==> config.mk <==
export PLATFORM = sky130hd
export DESIGN_NAME = arcade_input_mapper
export DESIGN_NICKNAME = d
export VERILOG_FILES = /design/src/rtl/arcade_input_pkg.sv /design/src/rtl/arcade_input_mapper_debounce.sv /design/src/rtl/arcade_input_mapper.sv
export SDC_FILE = /design/constraint.sdc
export NUM_CORES = 1
export LEC_CHECK = 0
export ABC_AREA = 0
export BUFFER_PORTS_ARGS = -buffer_cell sky130_fd_sc_hd__buf_2
export CAP_MARGIN = 20
export CORE_UTILIZATION = 30
export CTS_CLUSTER_SIZE = 30
export DETAILED_ROUTE_END_ITERATION = 16
export SLEW_MARGIN = 30
export SYNTH_ARGS = -nofsm -noshare
export SYNTH_HDL_FRONTEND = slang
export SYNTH_HIERARCHICAL = 1
export SYNTH_SLANG_ARGS = --single-unit
export TNS_END_PERCENT = 100
==> constraint.sdc <==
create_clock -name clk -period 2.7 [get_ports clk]
set_clock_uncertainty 0.1 [all_clocks]
set_input_delay 0.54 -clock clk [delete_from_list [all_inputs] [get_ports clk]]
set_output_delay 0.54 -clock clk [all_outputs]
set_load 0.03 [all_outputs]
==> src/rtl/arcade_input_pkg.sv <==
`default_nettype none
// ============================================================================
// Module   : arcade_input_pkg
// Brief    : Joystick bit indices, direction and coin-FSM types for the mapper.
// Revision : 1.0  initial release
// ============================================================================
package arcade_input_pkg;

  localparam int c_JOY_RIGHT = 0;
  localparam int c_JOY_LEFT  = 1;
  localparam int c_JOY_DOWN  = 2;
  localparam int c_JOY_UP    = 3;
  localparam int c_JOY_COIN  = 4;
  localparam int c_JOY_START = 5;
  localparam int c_RAW_BITS  = 6;

  typedef enum logic [2:0] {
    DIR_NONE = 3'd0,
    DIR_U    = 3'd1,
    DIR_D    = 3'd2,
    DIR_L    = 3'd3,
    DIR_R    = 3'd4
  } dir_t;

  typedef enum logic [1:0] {
    COIN_IDLE         = 2'd0,
    COIN_PULSE        = 2'd1,
    COIN_WAIT_RELEASE = 2'd2
  } coin_state_t;

  // Highest-priority direction in a set, U > D > L > R.
  function automatic dir_t dir_from_bits(input logic [3:0] v);
    dir_t d;
    if (v[c_JOY_UP])         d = DIR_U;
    else if (v[c_JOY_DOWN])  d = DIR_D;
    else if (v[c_JOY_LEFT])  d = DIR_L;
    else if (v[c_JOY_RIGHT]) d = DIR_R;
    else                     d = DIR_NONE;
    return d;
  endfunction

  function automatic logic [3:0] dir_to_bits(input dir_t d);
    logic [3:0] b;
    b = 4'b0000;
    case (d)
      DIR_U:   b[c_JOY_UP]    = 1'b1;
      DIR_D:   b[c_JOY_DOWN]  = 1'b1;
      DIR_L:   b[c_JOY_LEFT]  = 1'b1;
      DIR_R:   b[c_JOY_RIGHT] = 1'b1;
      default: b = 4'b0000;
    endcase
    return b;
  endfunction

endpackage
`default_nettype wire

==> src/rtl/arcade_input_mapper_debounce.sv <==
`default_nettype none
// ============================================================================
// Module   : input_debounce
// Brief    : One-bit debouncer; q follows d after CYCLES consecutive differing samples.
// Revision : 1.0  initial release
// ============================================================================
module input_debounce #(
  parameter int CYCLES = 16
) (
  input  logic clk,
  input  logic reset,
  input  logic d,
  output logic q
);

  localparam int                  c_CNT_W    = $clog2(CYCLES + 1);
  localparam logic [c_CNT_W-1:0]  c_CNT_LAST = c_CNT_W'(CYCLES - 1);

  logic               r_q;
  logic [c_CNT_W-1:0] r_cnt;

  always_ff @(posedge clk or posedge reset) begin
    if (reset) begin
      r_q   <= 1'b0;
      r_cnt <= '0;
    end else if (d == r_q) begin
      r_cnt <= '0;
    end else if (r_cnt == c_CNT_LAST) begin
      r_q   <= d;
      r_cnt <= '0;
    end else if (r_cnt != {c_CNT_W{1'b1}}) begin
      r_cnt <= r_cnt + 1'b1;
    end
  end

  assign q = r_q;

endmodule
`default_nettype wire

==> src/rtl/arcade_input_mapper.sv <==
`default_nettype none
// ============================================================================
// Module   : arcade_input_mapper
// Brief    : Debounced joystick/coin/start mapping to active-low arcade ports.
// Revision : 1.0  initial release
// ============================================================================
module arcade_input_mapper
  import arcade_input_pkg::*;
#(
  parameter int NUM_PLAYERS       = 2,
  parameter int DEBOUNCE_CYCLES   = 16,
  parameter int COIN_PULSE_CYCLES = 1000,
  parameter int ACTIVE_LOW        = 1
) (
  input  logic                         clk,
  input  logic                         reset,
  input  logic                         enable,
  input  logic                         four_way,
  input  logic [NUM_PLAYERS*16-1:0]    joystick,
  output logic [(NUM_PLAYERS+1)*8-1:0] ports,
  output logic [NUM_PLAYERS-1:0]       coin_active
);

  localparam int                  c_PORT_W    = (NUM_PLAYERS + 1) * 8;
  localparam logic [c_PORT_W-1:0] c_PORT_IDLE = (ACTIVE_LOW != 0) ? {c_PORT_W{1'b1}} : {c_PORT_W{1'b0}};
  localparam int                  c_PCNT_W    = $clog2(COIN_PULSE_CYCLES + 1);
  localparam logic [c_PCNT_W-1:0] c_PCNT_LAST = c_PCNT_W'(COIN_PULSE_CYCLES - 1);

  logic [NUM_PLAYERS-1:0][c_RAW_BITS-1:0] w_deb;
  logic [NUM_PLAYERS-1:0][3:0]            w_dir_act;
  logic [NUM_PLAYERS-1:0]                 w_pulse_next;
  logic [NUM_PLAYERS-1:0]                 w_start_act;
  logic [c_PORT_W-1:0]                    w_ports_act;
  logic [c_PORT_W-1:0]                    r_ports;
  logic [NUM_PLAYERS-1:0]                 r_coin_active;

  for (genvar p = 0; p < NUM_PLAYERS; p++) begin : g_player
    logic w_unused_hi;
    assign w_unused_hi = ^joystick[p*16+c_RAW_BITS +: 16-c_RAW_BITS];

    for (genvar b = 0; b < c_RAW_BITS; b++) begin : g_bit
      input_debounce #(.CYCLES(DEBOUNCE_CYCLES)) u_deb (
        .clk   (clk),
        .reset (reset),
        .d     (joystick[p*16+b]),
        .q     (w_deb[p][b])
      );
    end

    // ---- 4-way filter: last_dir follows new presses, falls back on release
    dir_t       r_last_dir, w_last_next;
    logic [3:0] r_prev_dir;
    logic [3:0] w_dirs, w_new;

    assign w_dirs = w_deb[p][3:0];
    assign w_new  = w_dirs & ~r_prev_dir;

    always_comb begin
      w_last_next = r_last_dir;
      if (!enable)
        w_last_next = DIR_NONE;
      else if (|w_new)
        w_last_next = dir_from_bits(w_new);
      else if ((w_dirs & dir_to_bits(r_last_dir)) == 4'b0000)
        w_last_next = dir_from_bits(w_dirs);
    end

    assign w_dir_act[p] = !enable  ? 4'b0000 :
                          four_way ? dir_to_bits(w_last_next) : w_dirs;

    always_ff @(posedge clk or posedge reset) begin
      if (reset) begin
        r_last_dir <= DIR_NONE;
        r_prev_dir <= 4'b0000;
      end else begin
        r_last_dir <= w_last_next;
        r_prev_dir <= w_dirs;
      end
    end

    // ---- coin FSM
    coin_state_t         r_state, w_state_next;
    logic [c_PCNT_W-1:0] r_pcnt, w_pcnt_next;
    logic                r_coin_prev;
    logic                w_coin;

    assign w_coin = w_deb[p][c_JOY_COIN];

    always_comb begin
      w_state_next = r_state;
      w_pcnt_next  = r_pcnt;
      case (r_state)
        COIN_IDLE: begin
          if (w_coin && !r_coin_prev) begin
            w_state_next = COIN_PULSE;
            w_pcnt_next  = '0;
          end
        end
        COIN_PULSE: begin
          if (r_pcnt == c_PCNT_LAST) w_state_next = COIN_WAIT_RELEASE;
          else                       w_pcnt_next  = r_pcnt + 1'b1;
        end
        COIN_WAIT_RELEASE: begin
          if (!w_coin) w_state_next = COIN_IDLE;
        end
        default: w_state_next = COIN_IDLE;
      endcase
      if (!enable) w_state_next = COIN_IDLE;
    end

    always_ff @(posedge clk or posedge reset) begin
      if (reset) begin
        r_state     <= COIN_IDLE;
        r_pcnt      <= '0;
        r_coin_prev <= 1'b0;
      end else begin
        r_state     <= w_state_next;
        r_pcnt      <= w_pcnt_next;
        r_coin_prev <= w_coin;
      end
    end

    assign w_pulse_next[p] = (w_state_next == COIN_PULSE);
    assign w_start_act[p]  = enable & w_deb[p][c_JOY_START];
  end

  always_comb begin
    w_ports_act = '0;
    for (int p = 0; p < NUM_PLAYERS; p++) begin
      w_ports_act[p]              = w_pulse_next[p];
      w_ports_act[4+p]            = w_start_act[p];
      w_ports_act[(p+1)*8 +: 4]   = w_dir_act[p];
    end
  end

  always_ff @(posedge clk or posedge reset) begin
    if (reset) begin
      r_ports       <= c_PORT_IDLE;
      r_coin_active <= '0;
    end else begin
      r_ports       <= (ACTIVE_LOW != 0) ? ~w_ports_act : w_ports_act;
      r_coin_active <= w_pulse_next;
    end
  end

  assign ports       = r_ports;
  assign coin_active = r_coin_active;

endmodule
`default_nettype wire

==> flow_summary.json, run 1 <==
{
  "fin_crit_sh_pct": 74.25,
  "cts.reportedPaths.clkPinSlew_ns": 0.05,
  "worstSetupPathType": "register to register",
  "drive_above_1_share_pct": 17.18,
  "power.ir.vdd_worst_mv": 0.4376,
  "max_slew.worst_pin.slew_ns": 0.5902,
  "max-slew-margin-rel_pct": 60.42,
  "synthesis.area_sq_um": 6001,
  "status": "finished, final reports clean",
  "fin_nets": 648,
  "place.gp.congestion": 0.8010,
  "grt_pass1_vias": 3982,
  "track_usage_pct": 12.25,
  "critPathRequiredTime_ns": 2.90,
  "portBuffers": 29,
  "dp.final_hpwl_mm": 7.780,
  "yosys_warnings": 6,
  "cap_violations": 0,
  "cts-root-buf": "clkbuf_16",
  "cts_buffers": 17,
  "first_pass_iters": 5,
  "totalWireLength_mm": 11.34,
  "cts_resized": 0,
  "syn_inst": 549,
  "num_vias": 4119,
  "min_period_ns": 2.005,
  "worstPathArrival_ns": 2.20,
  "p_leak_nw": 3.188,
  "fmax_ghz": 0.4988,
  "pin_count": 62,
  "cts_tree": "yes",
  "clk_latency_ns": 0.41,
  "fp.coreArea_sq_um": 19530,
  "die_y_microns": 143.4,
  "synth-seq-cells": 126,
  "holdBufCountCts": 0,
  "ant_nets": 0,
  "cp_max_fo": 9,
  "critPathLaunchType": "register",
  "powerDensity_nw_per_um2": 658.3,
  "avgSynthCellArea_sq_um": 10.93,
  "area_growth_pct": 17.18,
  "final_cell_count_no_fill": 876,
  "grt-ovfl-total": 0,
  "start_util_pct": 30.73,
  "die_x_microns": 143.4,
  "fp.dieArea_sq_um": 20570,
  "grt_antenna_before_repair": 1,
  "ys_types": 55,
  "yosysSeqAreaShare_pct": 52.79,
  "post_cts_buffers": 0,
  "end_kind": "register",
  "total_power_mw": 4.629,
  "wl_per_cell_microns": 12.94,
  "hold_class": "input pin to async pin",
  "route.detailed.vias_per_inst": 4.702,
  "grt_max_degree": 38,
  "finalMaxSlewViolations": 0,
  "final_hold_viol_count": 0,
  "synthFlopType": "dfrtp_1",
  "dp_cells": 844,
  "cts.sinks": 126,
  "rsz0062_at_grt": "false",
  "rows": 51,
  "h-tree-depth": 4,
  "grt_pass1_wl_mm": 19.45,
  "cts.path.max_buffers": 2,
  "insertedDiodeCount": 0,
  "drc_errors": 0,
  "synthArstFlopShare_pct": 100.0,
  "finalSetupViolations": 0,
  "drt_iter0_drc": 200,
  "synth_edf_count": 0,
  "fin_tns_setup_ns": 0
}
[flip-flops by register name (all words and copies together), names as in the netlist]
| signal | count |
|---|---|
| coin_active | 2 |
| g_player.r_coin_prev | 2 |
| g_player.g_bit.u_deb/q | 12 |
| g_player.g_bit.u_deb/r_cnt | 60 |
| g_player.r_state | 4 |
| g_player.r_last_dir | 6 |
| ports | 12 |
| g_player.r_prev_dir | 8 |
| g_player.r_pcnt | 20 |
[layout make-up]
cell class | count | area (sq um)
Fill cell | 1993 | 12490
Sequential cell | 126 | 3168
Multi-Input combinational cell | 390 | 2664
Clock buffer | 27 | 513.0
Tap cell | 265 | 331.6
Timing Repair Buffer | 33 | 187.7
Inverter | 30 | 112.6
Clock inverter | 5 | 55.05
[cells in the mapped netlist (2+ instances only)]
library cell  count  share of area, %
and3_1            2              0.21
nor4bb_1          2              0.33
dfrtp_1         114                48
nand2b_1          9              0.94
mux2_1           12               2.3
o21ai_1          12               1.0
nand3b_1          2              0.25
nor2_1           59               3.7
xnor2_1          32               4.7
a31oi_1           4              0.42
o2111ai_1         2              0.29
buf_4            12               1.5
o21ai_0           7              0.58
o31ai_1           2              0.25
nor3_1            8              0.67
xor2_1            4              0.58
a21bo_2          12               2.0
mux2_2            2              0.38
nor2b_1          19               2.0
o31a_1            3              0.44
ha_1             14               2.9
dfstp_2          12               5.3
nand4b_1         12               1.8
nand2_1          20               1.3
nand3_1          22               1.8
or3_1             4              0.42
mux2i_1          16               2.7
inv_1            30               1.9
nor4_1            3              0.31
a21oi_1          43               3.6
nor3b_1           2              0.25
a211oi_2         12               2.5
clkbuf_1          2              0.13
nand4_1          17               1.8
[cells by family (layout without fill, tap and decap cells)]
family | count (synthesis) | count (layout) | share of synthesized area [%]
xor+xnor | 36 | 36 | 5.254
simple gates | 187 | 187 | 16.60
mux | 30 | 30 | 5.296
buf+inv | 44 | 95 | 3.503
fa+ha+maj | 14 | 14 | 2.919
other cells | 1 | 12 | 0.06249
compound gates | 111 | 111 | 13.57
flops | 126 | 126 | 52.79
[cells in the final DEF (no fill, tap or decap), types with 14 or more instances in the layout]
cell type,n
a21oi_1,43
buf_2,29
clkbuf_16,17
dfrtp_1,114
ha_1,14
inv_1,29
mux2i_1,16
nand2_1,20
nand3_1,22
nand4_1,17
nor2_1,59
nor2b_1,19
xnor2_1,32
[power breakdown]
part	leakage (nW)	switching, mW	internal (mW)
combinational	1.23	0.211	0.153
clock	0.274	0.800	1.39
sequential	1.68	0.0995	1.98
[layer usage]
layer	GRT usage, %	vias up	share of wire (%)
met5	0	-	0
met4	4.535	0	1.3
met3	4.299	13	5.0
met2	17.76	53	44
met1	16.69	2016	50
li1	-	2037	-
[worst max-delay path, stage by stage (launching register included)]
cell and delay, ns:
dfrtp_1 0.38, ha_1 0.22, nand2_1 0.10, o31ai_2 0.57
o31ai_1 0.26, nand2_1 0.20, inv_1 0.06
[metrics by stage]
stage          setup slack [ns]  hold slack [ns]  utilization (%)  area [sq um]
3_5_place_dp             0.7047           0.3376            33.10          6464
2_1_floorplan            0.7653           0.2310                -          6042
6_report                 0.6952           0.1274            36.01          7032
3_3_place_gp             0.6972           0.3249            33.10          6464
5_1_grt                  0.4552           0.1390            36.01          7032
4_1_cts                  0.6844           0.1236            36.01          7032
[worst paths after layout]
path                                               from  slack (ns)                            to  depth (start not counted)
max                               g_player[0].r_pcnt[0]        0.70        g_player[0].r_state[0]                          6
min                                               reset        0.13  g_player[1].g_bit[5].u_deb/q                          2
max reg2reg                       g_player[0].r_pcnt[0]        0.70        g_player[0].r_state[0]                          6
min reg2reg                g_player[1].g_bit[5].u_deb/q        0.34                      ports[5]                          1
max in group asynchronous                         reset        1.70                      ports[0]                          3
min in group clk                            joystick[5]        0.27  g_player[0].g_bit[5].u_deb/q                          2
(Power assumes the default switching activity.)
==> inputs of run 2 (changes only) <==
- clock period: 2.7 -> 1.7 ns (I/O delays scaled with it)
==> flow_summary.json, run 2 (synthesis results as in run 1) <==
{
  "grt_max_degree": 25,
  "grt_pass1_vias": 4241,
  "cts.sinks": 126,
  "totalWireLength_mm": 11.87,
  "min_period_ns": 1.722,
  "area_growth_pct": 27.25,
  "grt-ovfl-total": 0,
  "route.detailed.vias_per_inst": 4.650,
  "max-slew-margin-rel_pct": 65.57,
  "finalSetupViolations": 1,
  "drt_iter0_drc": 130,
  "final_cell_count_no_fill": 927,
  "final_area_sq_um": 7636,
  "worst_slack_ns": -0.02182,
  "rsz0062_at_grt": "true",
  "p_leak_nw": 3.500,
  "reg.largest.list": "g_player.g_bit.u_deb/r_cnt: 60 flops, g_player.r_pcnt: 20 flops",
  "cts.path.max_buffers": 2,
  "ant_nets": 0,
  "h-tree-depth": 4,
  "critPathRequiredTime_ns": 1.94,
  "start_util_pct": 30.73,
  "status": "complete, but fails checks",
  "grt_pass1_wl_mm": 19.91,
  "drc_errors": 0,
  "worstPathArrival_ns": 1.96,
  "finalMaxSlewViolations": 0,
  "end_kind": "register",
  "cts_buffers": 17,
  "hold_slack_ns": 0.06695,
  "fillers": 1893,
  "grt_antenna_before_repair": 2,
  "critPathLaunchType": "register",
  "powerDensity_nw_per_um2": 1018,
  "place.gp.congestion": 0.7938,
  "die_y_microns": 143.4,
  "num_vias": 4311,
  "final_hold_viol_count": 0,
  "cap_violations": 0,
  "hold_depth": 2,
  "largest_reg_flops": 60,
  "cp_max_fo": 4,
  "fin_nets": 699,
  "postPlaceCellArea_sq_um": 6802,
  "hold_class": "input pin to register",
  "failed_checks": "setup timing",
  "rr_worst_depth": 4,
  "rows": 51,
  "layout.core_utilization_pct": 39.11,
  "portBuffers": 29,
  "fp.dieArea_sq_um": 20570,
  "cts.reportedPaths.clkPinSlew_ns": 0.06,
  "dp.final_hpwl_mm": 8.273,
  "die_x_microns": 143.4,
  "fmax_ghz": 0.5808,
  "dp_slack_ns": -0.06942,
  "dp_cells": 889,
  "drive_above_1_share_pct": 27.23,
  "final_cell_mix": "110 x dfrtp_1, 59 x nor2_1, 53 x buf_4",
  "pin_count": 62,
  "fin_crit_sh_pct": 101.3,
  "power.ir.vdd_worst_mv": 0.6722,
  "clk_latency_ns": 0.41,
  "max_slew.worst_pin.slew_ns": 0.5127,
  "final_common_cell": "dfrtp_1",
  "fp.coreArea_sq_um": 19530,
  "wl_per_cell_microns": 12.80,
  "cts-root-buf": "clkbuf_16",
  "worstSetupPathType": "register to register",
  "regMostFlops": "g_player.g_bit.u_deb/r_cnt",
  "cts_tree": "yes",
  "track_usage_pct": 12.43,
  "first_pass_iters": 4
}
run 2: cell count changes in the layout (fill, tap and decap cells not counted), sizes merged, moves of 2 or more:
| cell | before | now |
|---|---|---|
| clkbuf | 27 | 21 |
| buf | 33 | 83 |
| clkinv | 2 | 4 |
| bufinv | 1 | 4 |
run 2: path summary, 6_finish.rpt:
check | slack (ns) | end | startpoint
setup / recovery | -0.02 | ports[10] | g_player[0].r_last_dir[2]
min in group asynchronous | 0.50 | g_player[1].g_bit[4].u_deb/r_cnt[1] | reset
hold reg to reg | 0.34 | ports[5] | g_player[1].g_bit[5].u_deb/q
hold / removal | 0.07 | g_player[0].g_bit[5].u_deb/q | joystick[5]
max in group asynchronous | 0.53 | ports[0] | reset
setup reg to reg | -0.02 | ports[10] | g_player[0].r_last_dir[2]
run 2: layer usage:
metal | wire [microns] | share of wire [%] | vias to the layer above | track usage [%]
met3 | 411 | 3.5 | 17 | 4.265
met1 | 5801 | 49 | 2098 | 15.91
met5 | 0 | 0 | - | 0
met2 | 5460 | 46 | 46 | 19.47
li1 | - | - | 2150 | -
met4 | 197 | 1.7 | 0 | 4.255
run 2: worst max-delay path, cell delays in order (launching register included):
cell and delay (ns):
dfrtp_1 0.38, and2b_2 0.24, a311o_1 0.35, a221o_1 0.34, o31a_1 0.25
run 2: stage by stage:
stage	total power, mW	TNS, ns
floorplan	3.793	-0.006821
global placement	3.964	-0.06436
detailed placement	3.982	-0.08043
CTS	7.841	-0.02713
global route	8.118	-0.3236
finish	7.775	-0.02182
run 2: layout make-up:
| type | count | area, sq um | area share (%) |
|---|---|---|---|
| Tap cell | 265 | 331.6 | 4.342 |
| Clock buffer | 21 | 460.4 | 6.030 |
| Inverter | 30 | 116.4 | 1.524 |
| Timing Repair Buffer | 84 | 564.3 | 7.390 |
| Clock inverter | 10 | 162.7 | 2.130 |
| Antenna cell | 1 | 2.502 | 0.03277 |
| Multi-Input combinational cell | 390 | 2825 | 37.00 |
| Sequential cell | 126 | 3173 | 41.55 |
run 2: what timing repair did:
action	CTS	global route
hold buffers	1	0
pin swaps	1	8
buffers inserted	0	5
endpoints found under the setup margin	4	24
resized for setup	4	26
hold endpoints to repair	72	0
run 2: power breakdown:
| group | switching (mW) | total, mW | internal [mW] |
|---|---|---|---|
| Clock | 1.31 | 3.83 | 2.52 |
| Combinational | 0.364 | 0.656 | 0.293 |
| Sequential | 0.149 | 3.29 | 3.14 |
| Total | 1.82 | 7.78 | 5.96 |
